### src/rtl/exc_pkg.sv
// ============================================================================
// Module   : exc_pkg
// Brief    : Shared types and constants for the exception controller.
// Revision : 1.0 - initial release
// ============================================================================
`default_nettype none

package exc_pkg;

    typedef enum logic [1:0] {
        RUN     = 2'd0,
        HANDLER = 2'd1,
        HALT    = 2'd2
    } exc_state_t;

    localparam logic [3:0] ES_NONE    = 4'b0000;
    localparam logic [3:0] ES_IRQ     = 4'b0001;
    localparam logic [3:0] ES_ILLEGAL = 4'b0010;
    localparam logic [3:0] ES_DFAULT  = 4'b1111;

    localparam logic [1:0] MRS_ELR    = 2'd0;
    localparam logic [1:0] MRS_ESR    = 2'd1;
    localparam logic [1:0] MRS_STATUS = 2'd2;
    localparam logic [1:0] MRS_COUNT  = 2'd3;

    localparam int CNT_W = 32;

endpackage

`default_nettype wire

### src/rtl/exc_mrs_mux.sv
// ============================================================================
// Module   : exc_mrs_mux
// Brief    : Combinational MRS read-data selector for exception registers.
// Revision : 1.0 - initial release
// ============================================================================
`default_nettype none

module exc_mrs_mux
    import exc_pkg::*;
#(
    parameter int N = 64
) (
    input  logic [1:0]       i_sel,
    input  logic [N-1:0]     i_elr,
    input  logic [3:0]       i_esr,
    input  logic             i_halt,
    input  logic             i_in_handler,
    input  logic [CNT_W-1:0] i_count,
    output logic [N-1:0]     o_data
);

    always_comb begin
        o_data = '0;
        case (i_sel)
            MRS_ELR:    o_data = i_elr;
            MRS_ESR:    o_data = {{(N-4){1'b0}}, i_esr};
            MRS_STATUS: o_data = {{(N-2){1'b0}}, i_halt, i_in_handler};
            default:    o_data = {{(N-CNT_W){1'b0}}, i_count};
        endcase
    end

endmodule

`default_nettype wire

### src/rtl/exc_ctrl.sv
// ============================================================================
// Module   : exc_ctrl
// Brief    : Exception controller: ELR/ESR/mode, fetch redirect, side-effect
//            kill. Optional exception counter enabled by macro EXC_COUNT_EN.
// Revision : 1.0 - initial release
// ============================================================================
`default_nettype none

module exc_ctrl
    import exc_pkg::*;
#(
    parameter int          N           = 64,
    parameter logic [N-1:0] VECTOR_ADDR = 64'hD8
) (
    input  logic         clk,
    input  logic         reset,
    input  logic         InstrValid,
    input  logic [N-1:0] PC,
    input  logic         NotAnInstr,
    input  logic [3:0]   EStatus,
    input  logic         ERet,
    input  logic         ExtIRQ,
    output logic         ExtIAck,
    output logic         Exc,
    output logic [N-1:0] ExcVector,
    output logic         ERetTaken,
    output logic [N-1:0] ELR,
    output logic [3:0]   ESR,
    output logic         Kill,
    output logic         InHandler,
    output logic         Halt,
    input  logic [1:0]   MrsSel,
    output logic [N-1:0] MrsData
);

    localparam logic [N-1:0] c_PC_INC = N'(4);

    exc_state_t       r_state, w_next_state;
    logic [N-1:0]     r_elr, w_elr_next;
    logic [3:0]       r_esr, w_esr_next;
    logic [CNT_W-1:0] w_count;

    // Reset gates every strobe so a same-cycle event cannot leak out.
    always_comb begin
        w_next_state = r_state;
        w_elr_next   = r_elr;
        w_esr_next   = r_esr;
        Exc          = 1'b0;
        ERetTaken    = 1'b0;
        Kill         = 1'b0;
        ExtIAck      = 1'b0;
        if (!reset && InstrValid) begin
            case (r_state)
                RUN: begin
                    if (NotAnInstr || ERet) begin
                        Exc          = 1'b1;
                        Kill         = 1'b1;
                        w_elr_next   = PC + c_PC_INC;
                        w_esr_next   = NotAnInstr ? EStatus : ES_ILLEGAL;
                        w_next_state = HANDLER;
                    end else if (ExtIRQ) begin
                        Exc          = 1'b1;
                        Kill         = 1'b1;
                        ExtIAck      = 1'b1;
                        w_elr_next   = PC;
                        w_esr_next   = ES_IRQ;
                        w_next_state = HANDLER;
                    end
                end
                HANDLER: begin
                    if (NotAnInstr) begin
                        Kill         = 1'b1;
                        w_esr_next   = ES_DFAULT;
                        w_next_state = HALT;
                    end else if (ERet) begin
                        ERetTaken    = 1'b1;
                        w_next_state = RUN;
                    end
                end
                HALT:    Kill = 1'b1;
                default: w_next_state = RUN;
            endcase
        end
    end

    always_ff @(posedge clk) begin
        if (reset) begin
            r_state <= RUN;
            r_elr   <= '0;
            r_esr   <= ES_NONE;
        end else begin
            r_state <= w_next_state;
            r_elr   <= w_elr_next;
            r_esr   <= w_esr_next;
        end
    end

`ifdef EXC_COUNT_EN
    logic [CNT_W-1:0] r_exc_count;

    always_ff @(posedge clk) begin
        if (reset) begin
            r_exc_count <= '0;
        end else if (Exc && (r_exc_count != '1)) begin
            r_exc_count <= r_exc_count + 1'b1;
        end
    end

    assign w_count = r_exc_count;
`else
    assign w_count = '0;
`endif

    assign ExcVector = VECTOR_ADDR;
    assign ELR       = r_elr;
    assign ESR       = r_esr;
    assign InHandler = (r_state == HANDLER);
    assign Halt      = (r_state == HALT);

    exc_mrs_mux #(
        .N (N)
    ) u_mrs_mux (
        .i_sel        (MrsSel),
        .i_elr        (r_elr),
        .i_esr        (r_esr),
        .i_halt       (Halt),
        .i_in_handler (InHandler),
        .i_count      (w_count),
        .o_data       (MrsData)
    );

endmodule

`default_nettype wire

### config.mk
export PLATFORM = sky130hd
export DESIGN_NAME = exc_ctrl
export DESIGN_NICKNAME = d
export VERILOG_FILES = /design/src/rtl/exc_pkg.sv /design/src/rtl/exc_mrs_mux.sv /design/src/rtl/exc_ctrl.sv
export SDC_FILE = /design/constraint.sdc
export NUM_CORES = 1
export LEC_CHECK = 0
export ABC_CLOCK_PERIOD_IN_PS = 6900
export BUFFER_PORTS_ARGS = -buffer_cell sky130_fd_sc_hd__clkbuf_2
export CAP_MARGIN = 15
export CORE_AREA = 2 2 107 109
export DETAILED_ROUTE_END_ITERATION = 10
export DIE_AREA = 0 0 109 111
export HOLD_SLACK_MARGIN = 0.02
export PLACE_DENSITY = 0.81
export SLEW_MARGIN = 20
export SYNTH_ARGS = -nofsm -noshare
export SYNTH_HDL_FRONTEND = slang
export SYNTH_SLANG_ARGS = --single-unit
### constraint.sdc
create_clock -name clk -period 6.9 [get_ports clk]
set_input_delay 1.38 -clock clk [delete_from_list [all_inputs] [get_ports clk]]
set_output_delay 1.38 -clock clk [all_outputs]
set_load 0.01 [all_outputs]
==> run metrics <==
grt ovf 0; Core ar. 11100 sq um; Slew Viols, Final 0; Die Wd 109 um; Top-Level Pins 278; synthesis-to-layout area growth 23.4%; largest net degree at the start of global routing 80; CTS tree built; synthesized area 4910 sq um; CP Data Arrival Time 3.51 ns; Seq/Total Area, Yosys 0.285; slew at the pin with the worst max-slew slack 0.957 ns; Synth top area share 0.285; final hold viol count 0; nets 903; Resized cells post-CTS 0; Yosys reg bits 70; die area 12100 sq um; final setup violating endpoints 0; remaining antenna violation count 0; total power 0.00114 W; DP Wirelength 10300 um; all-layer global routing usage 0.219; total CTS buffers 9; vias per inst 5.34; yosys warns 0; critical path endpoint category primary output; clk slew on worst S/H paths 0.06 ns; CP max FO 48; Clock Skew 0.00716 ns; H-tree levels 3; Detailed Route WL 13800 um; area of the multi-input gates 3070 sq um; cells after synthesis 645; Cell Pwr Density 188 nW/um^2; Max Fclk 204 MHz; setup TNS 0 ns; GPL Wtd Cong 0.875; unrepaired setup endpoints after global routing no; Slew Limit Headroom 0.360; drt initial violations 301; Max Root-Sink Buffers 2; synthesized area per cell 7.61 sq um; share of cells above drive strength 1 0.288; most frequent cells after synthesis 81 x nor2_1, 70 x dfxtp_1, 64 x and2_1, 64 x buf_4, 39 x nand2_1; asr flop ratio synth 0; # rows 39; Worst Hold Class reg2reg; synth top area cells dfxtp_1 29%, buf_4 9.8%, and2_1 8.2%, nor2_1 6.2%, a311oi_1 5.0%; via count 5197; DIE HEIGHT 111 um; top-count cell post-synth nor2_1; Reg area 1400 sq um; # diodes 0; routed length per placed instance 14.1 um; post-synth top area cell dfxtp_1; port buffer count 213; crit share post-route 0.709; Static Leak 2.64 nW; number of clock sinks 70; status completed; Fillers 1116; initial core utilization 0.443; Post-CTS Hold Buffers 0; Initial DRT Pass Iterations 4; worst ir drop on vdd 0.122 mV; Post-route DRC 0; Req. time, crit path 5.52 ns; number of max-cap violations 0; synth unique cells 44; post-route minimum period 4.89 ns; number of flops mapped to enable cells by yosys 0; Post-CTS Setup Bufs 0; Primary FF master, synth dfxtp_1; first-pass GRT wire length 21600 um; crit start category input pin; worst setup path class in2out; clk root buf clkbuf_16; clock latency on the worst-skew pair 0.32 ns; initial antenna violation count 0; number of global-route vias before repair 4477
## metrics by stage
| step | area [sq um] | hold slack (ns) | utilization | std cells | worst slack (ns) |
|---|---|---|---|---|---|
| global placement | 5770 | 0.467 | 0.521 | 958 | 2.05 |
| finish | 6060 | 0.481 | 0.547 | 973 | 2.01 |
| detailed placement | 5770 | 0.470 | 0.521 | 958 | 2.01 |
| floorplan | 5140 | 0.487 | - | 707 | 2.79 |
| CTS | 6060 | 0.478 | 0.547 | 973 | 2.00 |
| global route | 6060 | 0.512 | 0.547 | 973 | 1.84 |
## registers in the layout, summed over array words and instances (netlist names)
signal   cells
ESR          4
ELR         64
r_state      2
## critical path, cell delays in order
cell and delay (ns):
clkbuf_2 0.19, or3_1 0.45, nand2_1 0.49, clkinv_2 0.67, clkbuf_2 0.32
## metal layers
layer | global-route usage | vias up | share of wire
met3 | 0.0282 | 19 | 0.056
li1 | - | 2590 | -
met5 | 0 | - | 0
met1 | 0.277 | 2404 | 0.43
met2 | 0.375 | 184 | 0.50
met4 | 0.0778 | 0 | 0.018
## power by group
| group | internal (W) | leakage [nW] | switching (W) | total (W) |
|---|---|---|---|---|
| logic | 0.0000854 | 1.92 | 0.000141 | 0.000226 |
| clock network | 0.000287 | 0.141 | 0.000170 | 0.000457 |
| registers | 0.000434 | 0.574 | 0.0000245 | 0.000459 |
| total | 0.000806 | 2.64 | 0.000335 | 0.00114 |
## path summary, 6_finish.rpt
kind,cells after the start,slack (ns),endpoint,start
hold reg to reg,2,0.48,ELR[1]$_SDFFE_PP0P_,ELR[1]$_SDFFE_PP0P_
setup / recovery,5,2.01,Exc,NotAnInstr
hold / removal,2,0.48,ELR[1]$_SDFFE_PP0P_,ELR[1]$_SDFFE_PP0P_
setup reg to reg,7,3.71,ELR[57]$_SDFFE_PP0P_,r_state[0]$_SDFFE_PP0P_
## logic make-up (layout without fill, tap and decap cells)
logic type,Yosys count,after routing,share of synthesized area
compound gates,106,106,0.161
xor+xnor,24,24,0.0428
fa+ha+maj,1,1,0.00255
buf+inv,117,240,0.139
flops,70,70,0.285
mux,5,5,0.0102
other cells,2,64,0.00153
simple gates,320,320,0.357
## final cells by class
class,instances,area share
clock buffer,11,0.0400
tap,143,0.0295
multi-input combinational,520,0.507
timing repair buffer,215,0.178
clock inverter,4,0.00784
inverter,10,0.00640
sequential,70,0.231
## layout by cell type (no fill, tap or decap), types with 16 or more instances in the layout
cell	count
nand3_1	16
or4_1	20
nand2_1	39
o31ai_1	16
clkbuf_2	213
conb_1	64
a211oi_1	31
dfxtp_1	70
a311oi_1	28
xnor2_1	20
and2_1	64
nor2_1	80
nand4_1	20
nor4_1	22
Note: power is estimated with default switching activity, not from simulation.
